===== src/rtl/alu_sequencer.sv =====
// Command-side controller for a combinational ALU: single ops in one execute
// cycle, unsigned multiply by BUS shift-add iterations through the same ALU.
// Latency: single op rsp_valid 2 cycles after accept, multiply BUS+1 cycles.
// Backpressure: one command in flight; cmd_ready only in IDLE, RESP holds until rsp_ready.
//
// Ports:
//   clk, rst_n                 clock, synchronous active-low reset
//   cmd_valid/cmd_ready        command handshake; cmd_mul, cmd_fun, cmd_a, cmd_b payload
//   alu_a, alu_b, alu_fun      ALU inputs (driven only from internal state)
//   alu_s, alu_cnvz            ALU result and {C,N,V,Z} flags
//   rsp_valid/rsp_ready        response handshake; rsp_data, rsp_cnvz payload
module alu_sequencer #(
  parameter int BUS = 4
) (
  input  logic             clk,
  input  logic             rst_n,
  input  logic             cmd_valid,
  output logic             cmd_ready,
  input  logic             cmd_mul,
  input  logic [3:0]       cmd_fun,
  input  logic [BUS-1:0]   cmd_a,
  input  logic [BUS-1:0]   cmd_b,
  output logic [BUS-1:0]   alu_a,
  output logic [BUS-1:0]   alu_b,
  output logic [3:0]       alu_fun,
  input  logic [BUS-1:0]   alu_s,
  input  logic [3:0]       alu_cnvz,
  output logic             rsp_valid,
  input  logic             rsp_ready,
  output logic [2*BUS-1:0] rsp_data,
  output logic [3:0]       rsp_cnvz
);

  localparam int CW = $clog2(BUS);

  typedef enum logic [1:0] {IDLE, EXEC, MUL, RESP} state_t;

  state_t             state, state_n;
  logic [BUS-1:0]     a_r, a_n;       // operand a / multiplicand
  logic [BUS-1:0]     b_r, b_n;       // operand b / multiplier M (low product half)
  logic [3:0]         fun_r, fun_n;
  logic [BUS-1:0]     p_hi, p_hi_n;   // upper product half
  logic [CW-1:0]      cnt, cnt_n;
  logic [2*BUS-1:0]   data_r, data_n;
  logic [3:0]         cnvz_r, cnvz_n;

  assign rsp_data = data_r;
  assign rsp_cnvz = cnvz_r;

  always_ff @(posedge clk) begin
    if (!rst_n) begin
      state  <= IDLE;
      a_r    <= '0;
      b_r    <= '0;
      fun_r  <= '0;
      p_hi   <= '0;
      cnt    <= '0;
      data_r <= '0;
      cnvz_r <= '0;
    end else begin
      state  <= state_n;
      a_r    <= a_n;
      b_r    <= b_n;
      fun_r  <= fun_n;
      p_hi   <= p_hi_n;
      cnt    <= cnt_n;
      data_r <= data_n;
      cnvz_r <= cnvz_n;
    end
  end

  always_comb begin
    state_n   = state;
    a_n       = a_r;
    b_n       = b_r;
    fun_n     = fun_r;
    p_hi_n    = p_hi;
    cnt_n     = cnt;
    data_n    = data_r;
    cnvz_n    = cnvz_r;
    cmd_ready = 1'b0;
    rsp_valid = 1'b0;
    alu_a     = '0;
    alu_b     = '0;
    alu_fun   = '0;

    case (state)
      IDLE: begin
        cmd_ready = 1'b1;
        if (cmd_valid) begin
          a_n     = cmd_a;
          b_n     = cmd_b;
          fun_n   = cmd_fun;
          p_hi_n  = '0;
          cnt_n   = CW'(BUS - 1);
          state_n = cmd_mul ? MUL : EXEC;
        end
      end

      EXEC: begin
        alu_a   = a_r;
        alu_b   = b_r;
        alu_fun = fun_r;
        data_n  = {{BUS{1'b0}}, alu_s};
        cnvz_n  = alu_cnvz;
        state_n = RESP;
      end

      MUL: begin
        // P_hi + (M[0] ? A : 0), then shift {carry, sum, M} right by one.
        // The carry becomes the new MSB, so the add never loses a bit.
        alu_fun = 4'b1000;
        alu_a   = p_hi;
        alu_b   = b_r[0] ? a_r : '0;
        p_hi_n  = {alu_cnvz[3], alu_s[BUS-1:1]};
        b_n     = {alu_s[0], b_r[BUS-1:1]};
        if (cnt == '0) begin
          data_n  = {p_hi_n, b_n};
          // V flags a product that does not fit in BUS bits.
          cnvz_n  = {2'b00, |p_hi_n, ~|{p_hi_n, b_n}};
          state_n = RESP;
        end else begin
          cnt_n = cnt - 1'b1;
        end
      end

      RESP: begin
        rsp_valid = 1'b1;
        if (rsp_ready) state_n = IDLE;
      end

      default: state_n = IDLE;
    endcase
  end

endmodule


===== config.mk =====
export PLATFORM = sky130hd
export DESIGN_NAME = alu_sequencer
export DESIGN_NICKNAME = d
export VERILOG_FILES = /design/src/rtl/alu_sequencer.sv
export SDC_FILE = /design/constraint.sdc
export NUM_CORES = 1
export LEC_CHECK = 0
export CAP_MARGIN = 20
export CORE_MARGIN = 8
export CORE_UTILIZATION = 46
export DETAILED_ROUTE_END_ITERATION = 6
export GPL_ROUTABILITY_DRIVEN = 1
export PLACE_DENSITY_LB_ADDON = 0.12
export REMOVE_ABC_BUFFERS = 1
export SYNTH_ARGS = -nofsm -noshare
export SYNTH_HDL_FRONTEND = slang
export SYNTH_SLANG_ARGS = --single-unit

===== constraint.sdc =====
create_clock -name clk -period 2.1 [get_ports clk]
set_clock_uncertainty 0.2 [all_clocks]
set_input_delay 0.42 -clock clk [delete_from_list [all_inputs] [get_ports clk]]
set_output_delay 0.42 -clock clk [all_outputs]
set_load 0.02 [all_outputs]

### After elaboration in Yosys (flattened, before gate mapping)

Cells that the tools add are included.

| word-level totals | value |
|---|---|
| input bits | 25 |
| memories kept | 0 |
| bits in read-only memories | 0 |
| word-level logic and storage cells | 50 |
| output and inout port bits | 26 |
| bits in writable memories | 0 |
| flip-flop bits (word level) | 32 |
| bits in latches | 0 |

| cells by class | value |
|---|---|
| $add $sub $neg | 1 |
| mux-type cells | 22 |
| shift-type cells | 0 |
| order comparisons | 0 |
| div/mod/pow operators | 0 |
| equality and inequality tests | 7 |
| bitwise operators | 0 |
| reductions and logical operators | 12 |
| multipliers | 0 |

Operators by type and width:

| cell | count |
|---|---|
| 4-bit case mux with 2 select lines | 6 |
| 4-bit 2-to-1 mux | 4 |
| 8-bit case mux with 2 select lines | 1 |
| 2-bit 2-to-1 mux | 6 |
| 8-bit 2-to-1 mux | 1 |
| 2-bit != test, second input constant | 4 |
| 2-bit case mux with 4 select lines | 1 |
| 8-bit OR reduction | 1 |
| 2-bit AND reduction | 3 |
| 3-bit AND reduction | 2 |
| 2-bit equality test, second input constant | 2 |
| 2-bit zero test | 2 |
| 2-bit case mux with 2 select lines | 1 |
| 2-bit nonzero test | 2 |
| 4-bit OR reduction | 1 |
| 2-bit by 1-bit equality test with 1-bit output, second input constant | 1 |
| 1-bit 2-to-1 mux | 2 |
| 2-bit by 1-bit subtractor with 2-bit output, second input constant | 1 |
| 1-bit zero test | 1 |

### Depth between registers and ports, before layout

Gate-level depths: netlist of run 1.

| depth | value |
|---|---|
| depth after elaboration | 4 |
| depth in mapped cells | 9 |
| depth with buffers taken out | 6 |

### Least setup slack after synthesis of run 1

No wires, ideal clock.

| timing | value |
|---|---|
| kind | register to output |
| from | reg state[0] |
| to | out alu_b[0] |
| required time | 1.480 ns |
| path slack | 0.097 ns |
| arrival time | 1.383 ns |
| cell stages (with the launch flop) | 7 |
| cells stage by stage | dfxtp_1 -> inv_1 -> ha_1 -> buf_6 -> clkbuf_1 -> a21oi_1 -> nor2_1 |

| on the way | value |
|---|---|
| word-level cells in the longest chain between the ends | 2 |
| elaborated cells on any way between the ends | 3 |
| those cells by class | eq/ne: 2; mux: 1 |

Ends and longest elaborated chain:

| item | RTL line | RTL |
|---|---|---|
| start: declaration | 38 | `state_t state, state_n;` |
| start signal: assignment | 61 | `state <= state_n;` |
| 2-bit equality test / 2-bit by 1-bit equality test with 1-bit output (equally long branches) | 87 | `case (state)` |
| 4-bit case mux with 2 select lines * | 87 |  |
| end: declaration | 24 | `output logic [BUS-1:0] alu_b,` |

Every way passes the cells marked *; elsewhere a longest branch is shown, timed or not.

### Final worst setup path of run 1

| timing | value |
|---|---|
| from | reg state[1] |
| to | out alu_b[3] |

Same word-level chain as after synthesis.

==> results of run 1 <==
==> cell type report <==
class / count / area [um2]
clock buffers: 6 / 41.3
clock inverters: 2 / 35.0
fillers: 304 / 1090
inverters: 9 / 36.3
multi-input cells: 136 / 1000
flip-flops and latches: 32 / 646
well taps: 48 / 60.1
repair buffers: 74 / 664
==> kinds of logic after synthesis <==
family / Yosys count / share of synthesized area [%]
simple gates: 70 / 20.8
fa+ha+maj: 8 / 5.98
buf+inv: 21 / 7.02
compound gates: 48 / 22.0
flops: 32 / 38.3
mux: 10 / 5.98
==> per-stage QoR <==
stage / area (um2) / TNS [ns] / hold WS [ns] / setup slack [ns] / util [%]
final: 2490 / -0.0351 / 0.264 / -0.0281 / 69.5
after detailed placement: 2310 / -2.80 / 0.252 / -0.267 / 64.7
after global placement: 2310 / -1.83 / 0.244 / -0.164 / 64.7
after floorplan: 1590 / 0 / 0.232 / 0.0882 / -
after CTS: 2400 / -0.00672 / 0.267 / -0.00672 / 67.0
after global routing: 2490 / -0.398 / 0.285 / -0.0775 / 69.5
==> Yosys cell counts, types with 2 or more instances <==
cell type  number  area share (%)
a21oi_1        16             4.8
clkbuf_1        5             1.1
inv_1           8             1.8
buf_4           2            0.90
nor2b_1        10             3.7
a21boi_0        4             1.8
dfxtp_1        32              38
a32oi_1         3             1.6
a22oi_1         8             3.6
nand3_1        15             4.5
and3_1          4             1.5
a211oi_1        5             2.2
mux2i_1        10             6.0
nor2_1         17             3.8
ha_1            8             6.0
a211oi_2        4             3.0
buf_6           4             2.7
nor4_1          2            0.75
nand2_1        17             3.8
==> critical path: cells and delay by family (launching register included) <==
| kind | cells | cell delay [ns] |
|---|---|---|
| and+or+nand+nor | 1 | 0.08 |
| AOI/OAI and AO/OA | 1 | 0.28 |
| buffers and inverters | 2 | 0.29 |
| adders and majority gates | 1 | 0.18 |
| DFF | 1 | 0.34 |
==> state kept, by name, summed over array words and instances, names as in the netlist <==
signal    flops
rsp_data      8
a_r           4
b_r           4
fun_r         4
p_hi          4
rsp_cnvz      4
cnt           2
state         2
==> path summary, 6_finish.rpt <==
check | slack, ns | end | start
setup / recovery | -0.03 | alu_b[3] | state[1]
hold / removal | 0.26 | rsp_cnvz[2] | rsp_cnvz[2]
setup reg to reg | 0.25 | b_r[1] | state[0]
hold reg to reg | 0.26 | rsp_cnvz[2] | rsp_cnvz[2]
==> routing by layer <==
layer / GRT usage, % / wire (um) / vias up
met4: 4.81 / 51 / 0
met2: 26.0 / 2180 / 58
met5: 0 / 0 / -
met1: 19.2 / 2140 / 751
li1: - / - / 803
met3: 6.25 / 341 / 6
==> cells in the final DEF (no fill, tap or decap), drive strengths merged <==
cell,n
a211oi,9
a21boi,4
a21o,1
a21oi,17
a221oi,1
a22oi,8
a311oi,1
a32oi,3
and2,1
and3,4
buf,36
bufinv,1
clkbuf,6
clkdlybuf4s50,36
clkinv,1
dfxtp,32
dlygate4sd2,2
ha,8
inv,9
mux2i,10
nand2,18
nand3,15
nor2,17
nor2b,11
nor3,2
nor4,2
o211ai,1
o21a,1
o21ai,2
==> timing repair <==
action,CTS,global route
buffers inserted,0,4
setup endpoints to repair,14,11
gates resized for setup,66,21
pin swaps,1,3
==> power breakdown <==
part	leakage (nW)	switching (mW)	internal (mW)
sequential	0.263	0.131	0.780
clock	0.0422	0.212	0.249
combinational	0.664	1.03	0.984
total	0.970	1.37	2.01
==> impl_results.md, run 1 <==
- Vias in the first global route: about 1,600
- Mapped cell area: 1670 um2
- Post-synth cell types: 34
- Core area: 3580 um2
- Pins Over Slew Limit: 0
- Maximum VDD drop: 0.706 mV
- Async S/R FF share, synth: 0%
- R2R depth: 10
- WL per Instance: 15.3 um
- Syn_area_per_cell: 8.86 um2
- GRT overflow: 0
- Cells after Synth: between 150 and 200
- Yosys warnings: 0
- Drt drc: 0
- Critical path required time: ~1.5 ns
- Port Buffers: 50
- Seq/Total Area, Yosys: between 30% and 40%
- Crit path time final: between 2 and 2.5 ns
- Peak per-stage delay on the critical path: roughly 0.34 ns
- Detailed-route vias per instance: 5.27
- Leakage power total: 0.970 nW
- Initial Util: between 40% and 50%
- Top FF cell, synth: dfxtp_1
- Chip width: ~76 um
- RSZ-0062 raised after global routing: true
- CP max-delay cell: dfxtp_2
- Hold WC Path Type: register to register
- Layout cell share with drive strength beyond 1: between 20 and 30%
- I/O pins: 51
- Global placer's final weighted congestion: 0.830
- Area Growth Syn to Fin: 48.5%
- Total power: roughly 3.4 mW
- Final worst setup slack: -0.0281 ns
- Min-Delay Path Depth: 2
- Clk_lat worst skew: 0.34 ns
- Clock root buffer: clkbuf_4
- Post-synth EDFFs: 0
- # hold bufs at CTS: 0
- Clk slew on worst S/H paths: around 0.090 ns
- Final hold vios: 0
- Status: complete, but fails checks
- Max_cap viols: 0
- Failing checks: setup timing
- Setup violation total in the final timing report: 2
- Final Non-Filler Cells: 307
- Tightest Pin Transition: 0.488 ns
- Detail Route Antenna Nets: 0
- First-pass GRT wire length: between 7000 and 8000 um
- CP endpoint kind: primary output
- Worst-path cell chain: buf_6, ha_4, a32oi_1, nor2b_2, buf_4
- Normalized max-slew margin: approximately two thirds
- # rows: 22
- Die H: between 70 and 80 um
- CTS buffer count: 5
- PwrDens: around 1400 nW/um2
- CTS tree: built
- Crit-path max FO: 6
- Crit path kind: register to primary output
- Antenna cells: 0
- Period utilization: 101%
- Hpwl dp: approximately 3400 um
- CTS sink count: 32
- Max Root-Sink Buffers: 2
- Synth Register Bits: 32
- CTS H-tree depth: 2
- Pin count of the biggest net entering global routing: 26
- Nets: approximately 290
- Initial drt markers: 74
- Initial antenna violation count: 0
- Vias after detailed routing: approximately 1,600
- Fmax: around 470 MHz
- Gr usage total: between 15 and 20%
- 1st-pass router iterations: 4
- Placed cell count: a little under 300
- Final wirelength: between 4000 and 5000 um
- Critical Path Start Type: register
- Die area: ~6000 um2
- Signal arrival time at the worst endpoint: around 1.5 ns
(Power assumes the default switching activity.)
==> inputs of run 2 (changes only) <==
Settings changed: HOLD_SLACK_MARGIN set to 0.02.
==> results of run 2 <==
No change in the layout: final DEF, timing and power equal those of run 1.
==> inputs of run 3 (changes only) <==
Settings changed: REMOVE_ABC_BUFFERS 1 to not set.
==> impl_results.md, run 3 (synthesized netlist as in run 1, its figures left out) <==
- Storage cell area: 646 um2 (unchanged)
- Total power: 3.33 mW (-1.7%)
- Multi-input gate area: 1030 um2 (+3.1%)
- Most common cell after layout, fill and taps aside: clkdlybuf4s50_1
- Clk slew on worst S/H paths: 0.09 ns (about the same)
- Pin count of the biggest net entering global routing: 26 (unchanged)
- Final Util: 70.3% (+0.84 points)
- PwrDens: 1320 nW/um2 (-2.9%)
- Max reg flops: 8 (unchanged)
- Detailed-route vias per instance: 5.43 (+3.0%)
- Final Non-Filler Cells: 305 (-0.65%)
- First-pass GRT wire length: 8310 um (+4.7%)
- Antenna cells: 0 (unchanged)
- Drt drc: 0 (unchanged)
- Initial Util: 46.8% (unchanged)
- Chip width: 76.3 um (unchanged)
- Normalized max-slew margin: 67.4% (-0.075 points)
- Port Buffers: 50 (unchanged)
- Layout cell share with drive strength beyond 1: 30.4% (+2.2 points)
- Setup violation total in the final timing report: 5 (+3)
- Buffers & Inverters on Critical Path: 2 (unchanged)
- Most frequent cells in the layout: clkdlybuf4s50_1 (36), dfxtp_1 (30), buf_4 (24), nand2_1 (17), nor2_1 (17)
- Crit-path max FO: 7 (+1)
- 1st-pass router iterations: 5 (+1)
- Net count of the mapped netlist: 222
- Vias in the first global route: 1,723 (+4.6%)
- Switching share of power: 42.1% (+1.6 points)
- Final worst setup slack: -0.0164 ns (+0.0117 ns)
- Setup TNS: -0.0422 ns (-0.00710 ns)
- Nets: 290 (-0.34%)
- Sequential Power Share: 27.7% (+0.8 points)
- Area Growth Syn to Fin: 50.3%
- Critical Path Start Type: register
- Net load switching power: 1.40 mW (+2.1%)
- Clk network pwr share: 11.8% (-1.8 points)
- Int Power: 1.93 mW (-4.3%)
- CTS tree: built
- Final wirelength: 4930 um (+4.5%)
- Peak per-stage delay on the critical path: 0.35 ns (about the same)
- Detail Route Antenna Nets: 0 (unchanged)
- Gr usage total: 17.1% (+0.99 points)
- Signal arrival time at the worst endpoint: 1.50 ns (about the same)
- Global placer's final weighted congestion: 0.799 (-3.8%)
- I/O pins: 51 (unchanged)
- Die H: 76.3 um (unchanged)
- Area after DPL: 2320 um2 (+0.11%)
- Placed cell count: 297 (+0.68%)
- Max Root-Sink Buffers: 2 (unchanged)
- CTS H-tree depth: 2 (unchanged)
- CP endpoint kind: primary output
- Failing checks: setup timing
- Core area: 3580 um2 (unchanged)
- Max_cap viols: 0 (unchanged)
- Clock root buffer: clkbuf_4
- Status: complete, but fails checks
- Design area: 2520 um2 (+1.2%)
- Maximum VDD drop: 0.755 mV (+6.9%)
- Initial antenna violation count: 0 (unchanged)
- CP max-delay cell: dfxtp_2
- Worst-path cell chain: buf_4, ha_4, a32oi_2, nor2b_2, buf_6
- GRT overflow: 0 (unchanged)
- Crit path time final: 2.12 ns (-0.0117 ns)
- Period utilization: 101% (-0.56 points)
- Pins Over Slew Limit: 0 (unchanged)
- Clk_lat worst skew: 0.33 ns (about the same)
- Leakage power total: 0.966 nW (-0.41%)
- Die area: 5830 um2 (unchanged)
- Crit path kind: register to primary output
- Tightest Pin Transition: 0.489 ns (+0.00112 ns)
- Fillcell total: 281 (-7.6%)
- # hold bufs at CTS: 0 (unchanged)
- Critical path required time: 1.48 ns (about the same)
- # rows: 22 (unchanged)
- RSZ-0062 raised after global routing: true
- Initial drt markers: 57 (-23%)
- Gate power share: 60.5% (+1.1 points)
- WL per Instance: 16.1 um (+5.2%)
- CTS sink count: 32 (unchanged)
- Hpwl dp: 3680 um (+9.2%)
- CTS buffer count: 5 (unchanged)
- Hold WC Path Type: register to register
- Vias after detailed routing: 1,656 (+2.3%)
- Fmax: 472 MHz (+0.55%)
- Top delay family on crit path: flip-flops
- Final hold vios: 0 (unchanged)
## run 3: area by class of cell
type / count / area share [%]
multi-input combinational: 136 / 41.1
timing repair buffer: 73 / 26.7
sequential: 32 / 25.7
clock buffer: 7 / 2.59
tap: 48 / 2.39
inverter: 9 / 1.54
## run 3: final timing paths
check,start,endpoint,slack (ns),depth (start not counted)
hold reg to reg,fun_r[1],fun_r[1],0.26,2
setup / recovery,state[1],alu_b[1],-0.02,5
setup reg to reg,state[1],rsp_cnvz[3],0.16,7
hold / removal,fun_r[1],fun_r[1],0.26,2
## run 3: routing by layer
layer / GRT usage (%) / vias to the layer above / part of all wire (%)
met5: 0 / - / 0
li1: - / 805 / -
met2: 29.2 / 50 / 49
met4: 8.08 / 0 / 3.3
met1: 18.6 / 784 / 42
met3: 5.66 / 17 / 5.5
## run 3: worst register-to-register path, cell delays in order, from the launching register on
cell,delay [ns]
dfxtp_2,0.38
buf_4,0.15
ha_4,0.20
buf_4,0.20
and2_4,0.24
a21o_4,0.19
nand3_1,0.09
a21boi_0,0.21
## run 3: timing repair
action / 4_1_cts / 5_1_grt
setup buffers: 0 / 0
endpoints found under the setup margin: 14 / 14
pin swaps: 5 / 6
resized for setup: 82 / 21
gates cloned: 1 / 0
## run 3: power by group through the flow
| stage | sequential (mW) | clock [mW] | combinational (mW) |
|---|---|---|---|
| floorplan | 0.965 | 0 | 1.12 |
| global placement | 0.891 | 0 | 1.74 |
| detailed placement | 0.903 | 0 | 1.79 |
| CTS | 0.903 | 0.403 | 1.92 |
| global route | 0.940 | 0.432 | 2.17 |
| finish | 0.921 | 0.394 | 2.01 |
## run 3: metrics by stage
step	setup WS (ns)	hold WS (ns)
after detailed placement	-0.267	0.249
final	-0.0164	0.258
after floorplan	0.0973	0.232
after global placement	-0.139	0.239
after global routing	-0.0830	0.296
after CTS	-0.0108	0.263
